[config.mk]
export PLATFORM = sky130hd
export DESIGN_NAME = xgmii_tx_arbiter_flat
export DESIGN_NICKNAME = d
export VERILOG_FILES = /design/src/rtl/xgmii_tx_arbiter_if.sv /design/src/rtl/xgmii_tx_arbiter.sv /design/src/flat_wrapper.sv
export SDC_FILE = /design/constraint.sdc
export NUM_CORES = 1
export LEC_CHECK = 0
export BUFFER_PORTS_ARGS = -buffer_cell sky130_fd_sc_hd__buf_2
export CAP_MARGIN = 10
export CORE_MARGIN = 2
export CORE_UTILIZATION = 40
export DETAILED_ROUTE_END_ITERATION = 12
export GPL_TIMING_DRIVEN = 0
export PLACE_DENSITY = 0.68
export SLEW_MARGIN = 20
export SYNTH_ARGS = -nofsm -noshare
export SYNTH_HDL_FRONTEND = slang
export SYNTH_SLANG_ARGS = --single-unit
[constraint.sdc]
create_clock -name sys_clk -period 9.45 [get_ports sys_clk]
set_input_delay 1.89 -clock sys_clk [delete_from_list [all_inputs] [get_ports sys_clk]]
set_output_delay 1.89 -clock sys_clk [all_outputs]
set_load 0.01 [all_outputs]
[src/rtl/xgmii_tx_arbiter_if.sv]
// xgmii_tx_arbiter_if: bundle of per-requester FWFT FIFO heads, flags, enables and pop strobes.
interface xgmii_tx_arbiter_if #(
    parameter int NPORTS = 3
);
    logic [NPORTS-1:0]    port_en;
    logic [72*NPORTS-1:0] req_dout;
    logic [NPORTS-1:0]    req_empty;
    logic [NPORTS-1:0]    req_rd_en;
    modport master (output port_en, req_dout, req_empty, input req_rd_en);
    modport slave (input port_en, req_dout, req_empty, output req_rd_en);
endinterface

[src/rtl/xgmii_tx_arbiter.sv]
// xgmii_tx_arbiter: round-robin whole-frame egress scheduler for one XGMII TX port,
// with minimum inter-frame gap and underrun recovery (ERR word, then drain to terminate).
module xgmii_tx_arbiter #(
    parameter int NPORTS    = 3,
    parameter int IFG_WORDS = 1
) (
    input  logic                 sys_clk,
    input  logic                 sys_rst,
    xgmii_tx_arbiter_if.slave    req,
    output logic [63:0]          xgmii_txd,
    output logic [7:0]           xgmii_txc,
    output logic [NPORTS-1:0]    grant,
    output logic                 busy,
    output logic [31:0]          frame_cnt,
    output logic [15:0]          underrun_cnt
);
    localparam int PW = $clog2(NPORTS);
    localparam logic [63:0] IDLE_D = 64'h0707070707070707;
    localparam logic [63:0] ERR_D  = 64'h070707070707FDFE;
    typedef enum logic [1:0] {S_IDLE, S_XMIT, S_DRAIN, S_IFG} state_t;
    state_t            state_q, state_d;
    logic [PW-1:0]     last_q, last_d, owner_q, owner_d, cand;
    logic              found;
    logic [3:0]        ifg_q, ifg_d;
    logic [63:0]       txd_q, txd_d;
    logic [7:0]        txc_q, txc_d;
    logic [31:0]       frame_q, frame_d;
    logic [15:0]       underrun_q, underrun_d;
    logic [NPORTS-1:0] rd_en;
    logic [71:0]       cand_w, own_w;

    function automatic logic [PW-1:0] wrap(input int v);
        return PW'(v % NPORTS);
    endfunction

    function automatic logic is_term(input logic [71:0] w);
        is_term = 1'b0;
        for (int i = 0; i < 8; i++)
            if (w[64+i] && w[8*i +: 8] == 8'hFD) is_term = 1'b1;
    endfunction

    // Scan from farthest to nearest so the first eligible port after last_q wins.
    always_comb begin
        found = 1'b0;
        cand  = last_q;
        for (int k = NPORTS; k >= 1; k--)
            if (req.port_en[wrap(int'(last_q) + k)] && !req.req_empty[wrap(int'(last_q) + k)]) begin
                found = 1'b1;
                cand  = wrap(int'(last_q) + k);
            end
    end

    assign cand_w = req.req_dout[72*cand +: 72];
    assign own_w  = req.req_dout[72*owner_q +: 72];

    always_comb begin
        state_d    = state_q;
        last_d     = last_q;
        owner_d    = owner_q;
        ifg_d      = ifg_q;
        txd_d      = IDLE_D;
        txc_d      = 8'hFF;
        frame_d    = frame_q;
        underrun_d = underrun_q;
        rd_en      = '0;
        case (state_q)
            S_IDLE: begin
                if (found) begin
                    rd_en[cand] = 1'b1;
                    if (cand_w[64] && cand_w[7:0] == 8'hFB) begin
                        {txc_d, txd_d} = cand_w;
                        owner_d = cand;
                        last_d  = cand;
                        state_d = S_XMIT;
                    end
                end
            end
            S_XMIT: begin
                if (!req.req_empty[owner_q]) begin
                    rd_en[owner_q] = 1'b1;
                    {txc_d, txd_d} = own_w;
                    if (is_term(own_w)) begin
                        frame_d = frame_q + 32'd1;
                        ifg_d   = 4'(IFG_WORDS - 1);
                        state_d = S_IFG;
                    end
                end else begin
                    txd_d      = ERR_D;
                    underrun_d = underrun_q + 16'(underrun_q != 16'hFFFF);
                    state_d    = S_DRAIN;
                end
            end
            S_DRAIN: begin
                if (!req.req_empty[owner_q]) begin
                    rd_en[owner_q] = 1'b1;
                    if (is_term(own_w)) begin
                        ifg_d   = 4'(IFG_WORDS - 1);
                        state_d = S_IFG;
                    end
                end
            end
            default: begin
                state_d = (ifg_q == 4'd0) ? S_IDLE : S_IFG;
                ifg_d   = (ifg_q == 4'd0) ? ifg_q : ifg_q - 4'd1;
            end
        endcase
    end

    always_ff @(posedge sys_clk) begin
        if (!sys_rst) begin
            state_q    <= S_IDLE;
            last_q     <= PW'(NPORTS - 1);
            owner_q    <= '0;
            ifg_q      <= '0;
            txd_q      <= IDLE_D;
            txc_q      <= 8'hFF;
            frame_q    <= '0;
            underrun_q <= '0;
        end else begin
            state_q    <= state_d;
            last_q     <= last_d;
            owner_q    <= owner_d;
            ifg_q      <= ifg_d;
            txd_q      <= txd_d;
            txc_q      <= txc_d;
            frame_q    <= frame_d;
            underrun_q <= underrun_d;
        end
    end

    // Pops are suppressed while reset is held so FIFO contents survive a reset.
    assign req.req_rd_en = sys_rst ? rd_en : '0;
    assign busy          = (state_q == S_XMIT) || (state_q == S_DRAIN);
    assign grant         = busy ? NPORTS'(1) << owner_q : '0;
    assign xgmii_txd     = txd_q;
    assign xgmii_txc     = txc_q;
    assign frame_cnt     = frame_q;
    assign underrun_cnt  = underrun_q;
endmodule

[src/flat_wrapper.sv]
// flat-port wrapper written by rule: the top's interface ports become plain ports
module xgmii_tx_arbiter_flat 
#(
    parameter int NPORTS    = 3,
    parameter int IFG_WORDS = 1
)
  (sys_clk, sys_rst, xgmii_txd, xgmii_txc, grant, busy, frame_cnt, underrun_cnt, req_port_en, req_req_dout, req_req_empty, req_req_rd_en);
  xgmii_tx_arbiter_if #(.NPORTS(NPORTS)) req_i ();
  input  logic sys_clk;
  input  logic sys_rst;
  output logic [63:0] xgmii_txd;
  output logic [7:0] xgmii_txc;
  output logic [NPORTS-1:0] grant;
  output logic busy;
  output logic [31:0] frame_cnt;
  output logic [15:0] underrun_cnt;
  input wire logic [$bits(req_i.port_en)-1:0] req_port_en;
  input wire logic [$bits(req_i.req_dout)-1:0] req_req_dout;
  input wire logic [$bits(req_i.req_empty)-1:0] req_req_empty;
  output wire logic [$bits(req_i.req_rd_en)-1:0] req_req_rd_en;
  assign req_i.port_en = req_port_en;
  assign req_i.req_dout = req_req_dout;
  assign req_i.req_empty = req_req_empty;
  assign req_req_rd_en = req_i.req_rd_en;
  xgmii_tx_arbiter #(.NPORTS(NPORTS), .IFG_WORDS(IFG_WORDS)) u_core (.sys_clk(sys_clk), .sys_rst(sys_rst), .req(req_i), .xgmii_txd(xgmii_txd), .xgmii_txc(xgmii_txc), .grant(grant), .busy(busy), .frame_cnt(frame_cnt), .underrun_cnt(underrun_cnt));
endmodule
==> metrics.md <==
| Metric | Value |
|---|---|
| ANT nets after route | 0 |
| First-pass GRT wire length | 57.26 mm |
| Largest net degree at the start of global routing | 17 |
| CP Launch Type | input port |
| Setup Buffers After CTS | 0 |
| Worst slew margin | 30.27% |
| HP Class | reg -> reg |
| Crit Path Max Fanout | 10 |
| Fin. max-slew vios | 0 |
| Pre-antenna DRT Iters | 5 |
| Fmax | 144.1 MHz |
| Setup violators final | 0 |
| Post-synthesis xor/xnor area fraction | 3.172% |
| Hold_ws | 0.4871 ns |
| Clk slew on worst S/H paths | 0.06 ns |
| Crit path DAT | 5.05 ns |
| Yosys cell types | 65 |
| Max Cap Viol | 0 |
| Largest cells by area after synthesis | dfxtp_1, mux2i_1, o2bb2ai_1 |
| Clock Sinks | 129 |
| Fin. Hold Viols | 0 |
| GP Congestion | 0.9572 |
| Die X | 152.6 um |
| CP required | 7.56 ns |
| Area growth, synth to finish | 30.94% |
| Kind of critical path | in -> out |
| Residual DRC count | 0 |
| Post-synthesis compound-gate area fraction | 22.39% |
| Pwr dens | 128.4 nW/um^2 |
| Synth top area share | 29.23% |
| Setup TNS | 0 ns |
| Total grt overflow | 0 |
| Commonest cells in the netlist | mux2i_1, dfxtp_1, nand2_1 |
| Largest family of logic cells by synthesized area | compound AO/OA/AOI/OAI gates |
| Crit. End Element | output port |
| Avg Inst Size Synth | 8.367 um^2 |
| Register area share after synthesis | 29.23% |
| Final wirelength | 38.28 mm |
| Initial antenna violation count | 14 |
| Post-synth EDFFs | 0 |
| Vias in the first global route | 9,790 |
| Ys async rst share | 0% |
| Fillers | 2,140 |
| LEAKAGE | 4.855 nW |
| CTS tree | done |
| Count leader, synth | mux2i_1 |
| Simple-Gate Fraction of Synth Area | 20.86% |
| Post-DR vias/cell | 5.870 |
| GRT Total Usage | 31.44% |
| Drt wl/cell | 22.15 um |
| Nets | 1,661 |
| Ys flop type | dfxtp_1 |
| Final period utilization | 73.43% |
| Hold buffers post-CTS | 0 |
| H-tree levels | 4 |
| IO Count | 351 |
| DR iter-0 viols | 908 |
| Die ar. | 23,290 um^2 |
| Post-synth top area cell | dfxtp_1 |
| Final instance area | 11,570 um^2 |
| Clk Latency, worst-skew pair | 0.44 ns |
| Met2 routed wirelength | 17.90 mm |
| WL met1 | 14.68 mm |
| IO Port Bufs | 350 |
| Worst Tran Pin Value | 1.036 ns |
| # resized after CTS | 0 |
| Syn_nets | 1,292 |
| Number of synthesis warnings | 0 |
| Vias | 10,140 |
| RSZ-0062 raised after global routing | no |
| Mapped Area | 8836 um^2 |
| Post-synthesis mux area share | 17.49% |
| Die Ht | 152.6 um |
| Clock Skews | 0.01661 ns |
| Status | finished, final reports clean |
| Total CTS buffers | 17 |
| Detail Route met3 WL | 3.819 mm |
| Core area | 21,760 um^2 |
| Fin crit period | 6.939 ns |
| Total power | 1.485 mW |
| Post-Synth Adder-Cell Area | 1.699% |
| DP HPWL | 29.49 mm |
| Top Metal Used | met5 |
| Initial Util | 40.61% |
| Cell area after placement | 10,940 um^2 |
| Longest Clk Path Bufs | 2 |
| Post-Syn Instances | 1,056 |
| CTS root buf | clkbuf_16 |
| FF+latch count, synth | 129 |
| Rows | 54 |
| Layout cells sized above 1 | 30.46% |
| Maximum VDD drop | 0.1136 mV |
-- metrics by stage --
stage / std cells / worst slack, ns / util [%]
floorplan: 1056 / 3.739 / -
global placement: 1686 / 2.689 / 50.28
detailed placement: 1686 / 2.677 / 50.28
CTS: 1718 / 2.635 / 53.01
global route: 1724 / 2.314 / 53.13
finish: 1728 / 2.511 / 53.18
-- critical path: stages --
cell and delay [ns]:
buf_2 0.14, nor4b_1 0.55, or4_4 0.25, a211oi_1 0.09
nor4_1 0.47, clkbuf_1 0.57, clkbuf_1 0.59, a31oi_1 0.21
nor2_1 0.12, buf_2 0.16
-- metal layers --
| layer | vias up | GRT usage [%] |
|---|---|---|
| met3 | 135 | 8.732 |
| met1 | 4699 | 37.55 |
| met4 | 10 | 15.04 |
| met5 | - | 0 |
| li1 | 4661 | - |
| met2 | 638 | 52.23 |
-- cells in the final DEF (no fill, tap or decap), types with 22 or more instances in the layout --
cell and instances:
dfxtp_1 129, nand2_1 129, nand4_1 22, and2_1 36, mux2i_1 151, a22oi_1 35
nand3_1 22, xnor2_1 28, o21ai_0 94, o2bb2ai_1 60, nor2_1 55, a221o_1 28
buf_2 364, clkbuf_1 44
-- path summary, 6_finish.rpt --
| path | start | to | slack, ns | cells past startpoint |
|---|---|---|---|---|
| max reg2reg | u_core.owner_q[0]$_SDFFE_PN0P_ | u_core.xgmii_txd[47]$_SDFF_PN0_ | 4.92 | 13 |
| min reg2reg | u_core.ifg_q[1]$_SDFFE_PN0P_ | u_core.ifg_q[1]$_SDFFE_PN0P_ | 0.49 | 2 |
| max | req_req_empty[0] | req_req_rd_en[2] | 2.51 | 10 |
| min | u_core.ifg_q[1]$_SDFFE_PN0P_ | u_core.ifg_q[1]$_SDFFE_PN0P_ | 0.49 | 2 |
-- flip-flops by register name (all words and copies together), names as in the netlist --
| signal | count |
|---|---|
| u_core.xgmii_txd | 64 |
| u_core.frame_cnt | 32 |
| u_core.xgmii_txc | 8 |
| u_core.owner_q | 2 |
| u_core.underrun_cnt | 16 |
| u_core.state_q | 2 |
| u_core.last_q | 1 |
| u_core.ifg_q | 4 |
-- report_power, final --
group          total, mW  internal (mW)  switching, mW
clock              0.680          0.386          0.294
combinational      0.255         0.0994          0.155
sequential         0.551          0.549        0.00205
total               1.49           1.03          0.451
-- kinds of logic after synthesis --
logic type                 count (synthesis)
AOI/OAI and AO/OA                        274
adders and majority gates                 12
DFF                                      129
xor gates and xnor gates                  32
muxes                                    154
buffers and inverters                     96
and+or+nand+nor                          359
-- final cells by class --
cell class / instances / area, um^2 / share of cell area (%)
multi-input cells: 831 / 5809 / 50.21
flip-flops and latches: 129 / 2582 / 22.32
repair buffers: 350 / 1752 / 15.14
clock buffers: 19 / 452.9 / 3.915
plain buffers: 80 / 396.6 / 3.428
well taps: 280 / 350.3 / 3.028
clock inverters: 13 / 141.4 / 1.222
inverters: 16 / 60.06 / 0.5191
diodes: 10 / 25.02 / 0.2163
(Power assumes the default switching activity.)
